**src/rtl/cms_multi_range_trace_trigger_pkg.sv**
```systemverilog
// rtl/cms_multi_range_trace_trigger_pkg.sv - shared types and register map for the multi-range trace trigger
package cms_multi_range_trace_trigger_pkg;

    localparam int DEF_NUM_RANGES     = 4;
    localparam int DEF_TRIG_CNT_WIDTH = 16;

    typedef enum logic [7:0] {
        ADDR_START_EN   = 8'h00,
        ADDR_END_EN     = 8'h01,
        ADDR_START_ADDR = 8'h02,
        ADDR_END_ADDR   = 8'h03,
        ADDR_MODE       = 8'h04,
        ADDR_ARM        = 8'h05,
        ADDR_DISARM     = 8'h06,
        ADDR_STATUS     = 8'h07,
        ADDR_RANGE_BASE = 8'h20
    } ctrl_addr_t;

    localparam int RANGE_STRIDE = 4;
    localparam int RANGE_LO     = 0;
    localparam int RANGE_HI     = 1;
    localparam int RANGE_FLAGS  = 2;

    typedef enum logic [1:0] {
        ST_IDLE    = 2'd0,
        ST_ARMED   = 2'd1,
        ST_TRACING = 2'd2,
        ST_DONE    = 2'd3
    } trigger_state_t;

    // Field order matches the flags register: bit3 ch_en .. bit0 lo_en.
    typedef struct packed {
        logic ch_en;
        logic invert;
        logic hi_en;
        logic lo_en;
    } range_flags_t;

    function automatic logic [7:0] range_addr(input int ch, input int off);
        return 8'(int'(ADDR_RANGE_BASE) + RANGE_STRIDE * ch + off);
    endfunction

endpackage

```
**src/rtl/cms_range_comparator.sv**
```systemverilog
// rtl/cms_range_comparator.sv - one PC-range channel: inclusive unsigned bounds with enables and invert
module cms_range_comparator
    import cms_multi_range_trace_trigger_pkg::*;
#(
    parameter int XLEN = 64
) (
    input  logic [XLEN-1:0] pc,
    input  logic [XLEN-1:0] lo,
    input  logic [XLEN-1:0] hi,
    input  range_flags_t    flags,
    output logic            hit
);

    logic above_lo;
    logic below_hi;
    logic raw;

    assign above_lo = !flags.lo_en || (pc >= lo);
    assign below_hi = !flags.hi_en || (pc <= hi);
    assign raw      = above_lo && below_hi;
    assign hit      = flags.ch_en && (raw ^ flags.invert);

endmodule

```
**src/rtl/cms_multi_range_trace_trigger.sv**
```systemverilog
// rtl/cms_multi_range_trace_trigger.sv - arm/trace/stop window controller with NUM_RANGES PC-range filter channels
module cms_multi_range_trace_trigger
    import cms_multi_range_trace_trigger_pkg::*;
#(
    parameter int NUM_RANGES      = DEF_NUM_RANGES,
    parameter int XLEN            = 64,
    parameter int CTRL_ADDR_WIDTH = 8,
    parameter int CTRL_DATA_WIDTH = 64,
    parameter int TRIG_CNT_WIDTH  = DEF_TRIG_CNT_WIDTH
) (
    input  logic                       clk,
    input  logic                       rst_n,
    input  logic                       ctrl_wr_en,
    input  logic [CTRL_ADDR_WIDTH-1:0] ctrl_addr,
    input  logic [CTRL_DATA_WIDTH-1:0] ctrl_wdata,
    output logic [CTRL_DATA_WIDTH-1:0] ctrl_rdata,
    input  logic                       in_valid,
    input  logic [XLEN-1:0]            in_pc,
    output logic                       out_valid,
    output logic [XLEN-1:0]            out_pc,
    output logic                       trace_active,
    output logic [NUM_RANGES-1:0]      range_hit,
    output logic [TRIG_CNT_WIDTH-1:0]  trig_count
);

    function automatic logic addr_is(input logic [CTRL_ADDR_WIDTH-1:0] a, input logic [7:0] code);
        return a == CTRL_ADDR_WIDTH'(code);
    endfunction

    logic                  start_en;
    logic                  end_en;
    logic                  repeat_mode;
    logic [XLEN-1:0]       start_addr;
    logic [XLEN-1:0]       end_addr;
    logic [XLEN-1:0]       lo_bound [NUM_RANGES];
    logic [XLEN-1:0]       hi_bound [NUM_RANGES];
    range_flags_t          flags    [NUM_RANGES];
    logic [NUM_RANGES-1:0] hit;
    logic [NUM_RANGES-1:0] ch_en_vec;

    trigger_state_t        state;
    trigger_state_t        next_state;
    logic                  start_evt;
    logic                  wr_arm;
    logic                  wr_disarm;
    logic                  start_hit;
    logic                  end_hit;
    logic                  in_window;
    logic                  range_ok;
    logic [CTRL_DATA_WIDTH-1:0] rdata_next;

    for (genvar g = 0; g < NUM_RANGES; g++) begin : g_ch
        cms_range_comparator #(.XLEN(XLEN)) u_cmp (
            .pc    (in_pc),
            .lo    (lo_bound[g]),
            .hi    (hi_bound[g]),
            .flags (flags[g]),
            .hit   (hit[g])
        );
        assign ch_en_vec[g] = flags[g].ch_en;
    end

    // With no channel enabled the range filter is transparent.
    assign range_ok  = (|ch_en_vec) ? (|hit) : 1'b1;
    assign wr_arm    = ctrl_wr_en && addr_is(ctrl_addr, ADDR_ARM);
    assign wr_disarm = ctrl_wr_en && addr_is(ctrl_addr, ADDR_DISARM);
    assign start_hit = in_valid && (in_pc == start_addr);
    assign end_hit   = in_valid && end_en && (in_pc == end_addr);
    // Window is judged on the pre-command state; the start instruction is in-window.
    assign in_window = (state == ST_TRACING) || ((state == ST_ARMED) && start_hit);
    assign trace_active = (state == ST_TRACING);

    always_comb begin
        next_state = state;
        start_evt  = 1'b0;
        if (wr_disarm) begin
            next_state = ST_IDLE;
        end else if (wr_arm) begin
            if (start_en) begin
                next_state = ST_ARMED;
            end else begin
                next_state = ST_TRACING;
                start_evt  = 1'b1;
            end
        end else begin
            case (state)
                ST_ARMED: if (start_hit) begin
                    next_state = ST_TRACING;
                    start_evt  = 1'b1;
                end
                ST_TRACING: if (end_hit) begin
                    next_state = repeat_mode ? ST_ARMED : ST_DONE;
                end
                default: next_state = state;
            endcase
        end
    end

    always_ff @(posedge clk or negedge rst_n) begin
        if (!rst_n) begin
            state      <= ST_IDLE;
            trig_count <= '0;
            out_valid  <= 1'b0;
            out_pc     <= '0;
            range_hit  <= '0;
        end else begin
            state     <= next_state;
            out_valid <= in_valid && in_window && range_ok;
            out_pc    <= in_pc;
            if (in_valid) begin
                range_hit <= hit;
            end
            if (start_evt && (trig_count != {TRIG_CNT_WIDTH{1'b1}})) begin
                trig_count <= trig_count + TRIG_CNT_WIDTH'(1);
            end
        end
    end

    always_ff @(posedge clk or negedge rst_n) begin
        if (!rst_n) begin
            start_en    <= 1'b0;
            end_en      <= 1'b0;
            repeat_mode <= 1'b0;
            start_addr  <= '0;
            end_addr    <= '0;
            for (int i = 0; i < NUM_RANGES; i++) begin
                lo_bound[i] <= '0;
                hi_bound[i] <= '0;
                flags[i]    <= '0;
            end
        end else if (ctrl_wr_en) begin
            if (addr_is(ctrl_addr, ADDR_START_EN))   start_en    <= ctrl_wdata[0];
            if (addr_is(ctrl_addr, ADDR_END_EN))     end_en      <= ctrl_wdata[0];
            if (addr_is(ctrl_addr, ADDR_START_ADDR)) start_addr  <= XLEN'(ctrl_wdata);
            if (addr_is(ctrl_addr, ADDR_END_ADDR))   end_addr    <= XLEN'(ctrl_wdata);
            if (addr_is(ctrl_addr, ADDR_MODE))       repeat_mode <= ctrl_wdata[0];
            for (int i = 0; i < NUM_RANGES; i++) begin
                if (addr_is(ctrl_addr, range_addr(i, RANGE_LO)))    lo_bound[i] <= XLEN'(ctrl_wdata);
                if (addr_is(ctrl_addr, range_addr(i, RANGE_HI)))    hi_bound[i] <= XLEN'(ctrl_wdata);
                if (addr_is(ctrl_addr, range_addr(i, RANGE_FLAGS))) flags[i]    <= range_flags_t'(ctrl_wdata[3:0]);
            end
        end
    end

    always_comb begin
        rdata_next = '0;
        if (addr_is(ctrl_addr, ADDR_START_EN))   rdata_next[0] = start_en;
        if (addr_is(ctrl_addr, ADDR_END_EN))     rdata_next[0] = end_en;
        if (addr_is(ctrl_addr, ADDR_START_ADDR)) rdata_next    = CTRL_DATA_WIDTH'(start_addr);
        if (addr_is(ctrl_addr, ADDR_END_ADDR))   rdata_next    = CTRL_DATA_WIDTH'(end_addr);
        if (addr_is(ctrl_addr, ADDR_MODE))       rdata_next[0] = repeat_mode;
        if (addr_is(ctrl_addr, ADDR_STATUS)) begin
            rdata_next[1:0]                 = state;
            rdata_next[16 +: TRIG_CNT_WIDTH] = trig_count;
        end
        for (int i = 0; i < NUM_RANGES; i++) begin
            if (addr_is(ctrl_addr, range_addr(i, RANGE_LO)))    rdata_next      = CTRL_DATA_WIDTH'(lo_bound[i]);
            if (addr_is(ctrl_addr, range_addr(i, RANGE_HI)))    rdata_next      = CTRL_DATA_WIDTH'(hi_bound[i]);
            if (addr_is(ctrl_addr, range_addr(i, RANGE_FLAGS))) rdata_next[3:0] = flags[i];
        end
    end

    always_ff @(posedge clk or negedge rst_n) begin
        if (!rst_n) begin
            ctrl_rdata <= '0;
        end else begin
            ctrl_rdata <= rdata_next;
        end
    end

endmodule

```
**config.mk**
```make
export PLATFORM = sky130hd
export DESIGN_NAME = cms_multi_range_trace_trigger
export DESIGN_NICKNAME = d
export VERILOG_FILES = /design/src/rtl/cms_multi_range_trace_trigger_pkg.sv /design/src/rtl/cms_range_comparator.sv /design/src/rtl/cms_multi_range_trace_trigger.sv
export SDC_FILE = /design/constraint.sdc
export NUM_CORES = 2
export LEC_CHECK = 0
export CAP_MARGIN = 40
export CORE_AREA = 5 5 351 353
export DETAILED_ROUTE_END_ITERATION = 8
export DIE_AREA = 0 0 356 358
export MAX_ROUTING_LAYER = met4
export PLACE_DENSITY_LB_ADDON = 0.05
export REMOVE_ABC_BUFFERS = 1
export SLEW_MARGIN = 30
export SYNTH_ARGS = -nofsm -noshare
export SYNTH_HDL_FRONTEND = slang
export SYNTH_SLANG_ARGS = --single-unit
```
**constraint.sdc**
```tcl
create_clock -name clk -period 3.4 [get_ports clk]
set_input_delay 0.85 -clock clk [delete_from_list [all_inputs] [get_ports clk]]
set_output_delay 0.85 -clock clk [all_outputs]
set_load 0.05 [all_outputs]
```
==> flow_summary.toml <==
[power_and_ir_drop]
total_power_w = 0.0263
leakagePower_nw = 29.1
peakVddDrop_uv = 458
power_density_mw_per_mm2 = 424

[critical_path]
crit_path_cell_trace = "clkdlybuf4s50_1, buf_4, or4_1, nor3_4, a221o_1, o21ai_0, a31oi_1, a211o_1, o21ai_0, a2111oi_0, buf_4, a2bb2oi_1"
r2r-start = "start_addr[5]"
r2r_setup_slack_ns = 0.07
path_delay_family = "compound AO/OA/AOI/OAI gates"
cp-end-kind = "register"
arrival_ns = 3.94
path_buf_inv = 3
start_kind = "input port"
cp.required_ns = 3.99
crit_type = "input port to register"
reg2reg_depth = 9
slowest_stage = "or4_1"
cp_max_fo = 3
critPathMaxStageDelay_ns = 0.54
r2r_end = "state[1]"

[sta]
fin_crit_ns = 3.35
fmax_mhz = 298
drv_slew = 0
tightest_slew_ns = 0.853
clock_skew_ns = 0.0294
final-hold-violation-count = 0
setup_viol_count_final = 0
relSlewSlack_pct = 42.9
fin_crit_sh_pct = 98.6
rsz0062_at_grt = "yes"

[global_routing]
gr-total-overflow = 0
grt_max_degree = 97
grt_use_total_pct = 30.7
grt_pass1_vias = 40149
antenna_found_initial = 3
grt_pass1_wl_um = 280000

[floorplan]
die_w_um = 356
die_h_um = 358
io_pins = 290
start_util_pct = 39.8
die_area_sq_mm = 0.127
core_area_sq_mm = 0.119
rows = 127

[layout]
register_area_sq_mm = 0.0203
layout_common_cells = "810 x dfrtp_1, 660 x mux2_2, 570 x buf_4, 565 x inv_1, 508 x ha_1"
multiInputGateArea_sq_mm = 0.0251
fill_cells = 11088
area_growth_pct = 30.4
final_cells = 6992
final_common_cell = "dfrtp_1"
nNetsFinal = 5949
post_route_cells_drive_above_1_share_pct = 30.0

[drt]
routedWlPerCell_um = 27.6
drt_iter0_drc = 2570
via_per_inst = 5.63
drt.antenna.violating_nets = 0
dr.pass1.iters = 8
drcViolationCount = 0
dr_total_vias = 39370
routed_wirelength_um = 193000

[clock_tree]
ctsRootBufferMaster = "clkbuf_16"
cts_made_buffers = 99
htreeDepth = 3
path_clk_slew_ns = 0.06
postCtsHoldBufs = 0
cts.sinks = 810
cts_tree = "done"
clk_latency_ns = 0.70
cts.path.max_buffers = 3

[status]
status = "complete, no violations"

[logic_synthesis]
synth_ff_type = "dfrtp_1"
netlist_instances = 4457
yosysSeqAreaShare_pct = 42.6
ys_seq_elements = 810
ys_warn_count = 0
netlist_area_sq_mm = 0.0476
synth-edff-count = 0
synthArstFlopShare_pct = 100
avgSynthCellArea_sq_um = 10.7
synth_cell_types = 71

[worst_hold_path]
min_path_type = "input port to asynchronous set/reset pin"

[placement]
place_congestion = 0.973
post-dp-hpwl_um = 151000
dp.cells = 6799
portBuffers = 289

[job]
maxCapViolCount = 0
-- metal layers --
layer | wire, um | global-route usage (%) | vias up
li1 | - | - | 17828
met1 | 87100 | 41.0 | 20184
met2 | 90600 | 49.5 | 1099
met3 | 9520 | 3.82 | 259
met4 | 5940 | 8.99 | 0
met5 | 0 | - | -
-- synth_stat cells (27+ instances only) --
cell type | number | area share (%)
dfrtp_1 | 810 | 43
mux2_2 | 662 | 16
inv_1 | 566 | 4.5
ha_1 | 513 | 13
a21oi_1 | 189 | 2.0
o21ai_0 | 170 | 1.8
nor2_1 | 160 | 1.3
a22oi_1 | 154 | 2.4
clkbuf_1 | 138 | 1.1
nand2_1 | 138 | 1.1
nand4_1 | 112 | 1.5
nand3_1 | 97 | 1.0
buf_1 | 71 | 0.56
xor2_1 | 58 | 1.1
a21o_1 | 54 | 0.85
xnor2_1 | 52 | 0.96
a211oi_1 | 50 | 0.79
a31oi_1 | 45 | 0.59
nor3_1 | 37 | 0.39
o22ai_1 | 34 | 0.45
nor4_1 | 33 | 0.43
a222oi_1 | 28 | 0.59
o211ai_1 | 27 | 0.43
-- power by group --
part | internal (W) | switching, W
Clock | 0.00741 | 0.00454
Combinational | 0.00169 | 0.00222
Sequential | 0.0101 | 0.000378
Total | 0.0192 | 0.00713
-- through the flow --
| step | util (%) | instance area, sq um | setup TNS [ns] | hold WS (ns) | setup slack, ns |
|---|---|---|---|---|---|
| after floorplan | - | 46800 | -1503.09 | 0.480 | -2.69 |
| after global placement | 48.3 | 57700 | -89.09 | 0.486 | -1.23 |
| after detailed placement | 48.3 | 57700 | -87.87 | 0.493 | -1.29 |
| after CTS | 51.5 | 61600 | -0.0198 | 0.0852 | -0.0198 |
| after global routing | 51.9 | 62100 | -0.0562 | 0.115 | -0.0220 |
| final | 51.9 | 62100 | 0 | 0.102 | 0.0482 |
-- final cells by class --
class                           count  area share [%]
Tap cell                         1612            3.25
Clock buffer                      136            4.69
Inverter                          566            3.42
Timing Repair Buffer              947            14.3
Antenna cell                        2         0.00806
Multi-Input combinational cell   2872            40.5
Sequential cell                   810            32.7
Clock inverter                     47            1.21
-- worst max-delay path by stage --
| stage | from | to | slack (ns) | depth (start not counted) |
|---|---|---|---|---|
| 6_report | ctrl_addr[5] | ctrl_rdata[2] | 0.05 | 12 |
| 3_5_place_dp | in_pc[11] | out_valid | -1.29 | 12 |
| 4_1_cts | in_pc[42] | out_valid | -0.02 | 14 |
| 2_1_floorplan | ctrl_addr[7] | lo_bound[100] | -2.69 | 6 |
| 3_3_place_gp | in_pc[11] | out_valid | -1.23 | 12 |
| 5_1_grt | in_pc[59] | out_valid | -0.02 | 14 |
-- sequential cells by signal, indices dropped and copies added, names as in the netlist --
| signal | flops |
|---|---|
| repeat_mode | 1 |
| start_addr | 64 |
| out_pc | 64 |
| trig_count | 16 |
| out_valid | 1 |
| ctrl_rdata | 64 |
| range_hit | 4 |
| state | 2 |
| ch_en_vec | 4 |
| flags | 12 |
| hi_bound | 256 |
| lo_bound | 256 |
| end_addr | 64 |
| start_en | 1 |
| end_en | 1 |
-- logic make-up after synthesis --
| family | Yosys count | share of synthesized area (%) |
|---|---|---|
| fa+ha+maj | 513 | 13.5 |
| compound gates | 904 | 12.7 |
| mux | 669 | 15.8 |
| flops | 810 | 42.6 |
| buf+inv | 775 | 6.11 |
| xor+xnor | 110 | 2.02 |
| simple gates | 676 | 7.24 |
-- what timing repair did --
| action | 4_1_cts | 5_1_grt |
|---|---|---|
| endpoints found under the setup margin | 19 | 11 |
| resized for setup | 59 | 111 |
| pin swaps | 15 | 45 |
| buffers inserted | 2 | 6 |
Power figures use the tool's default switching activity.
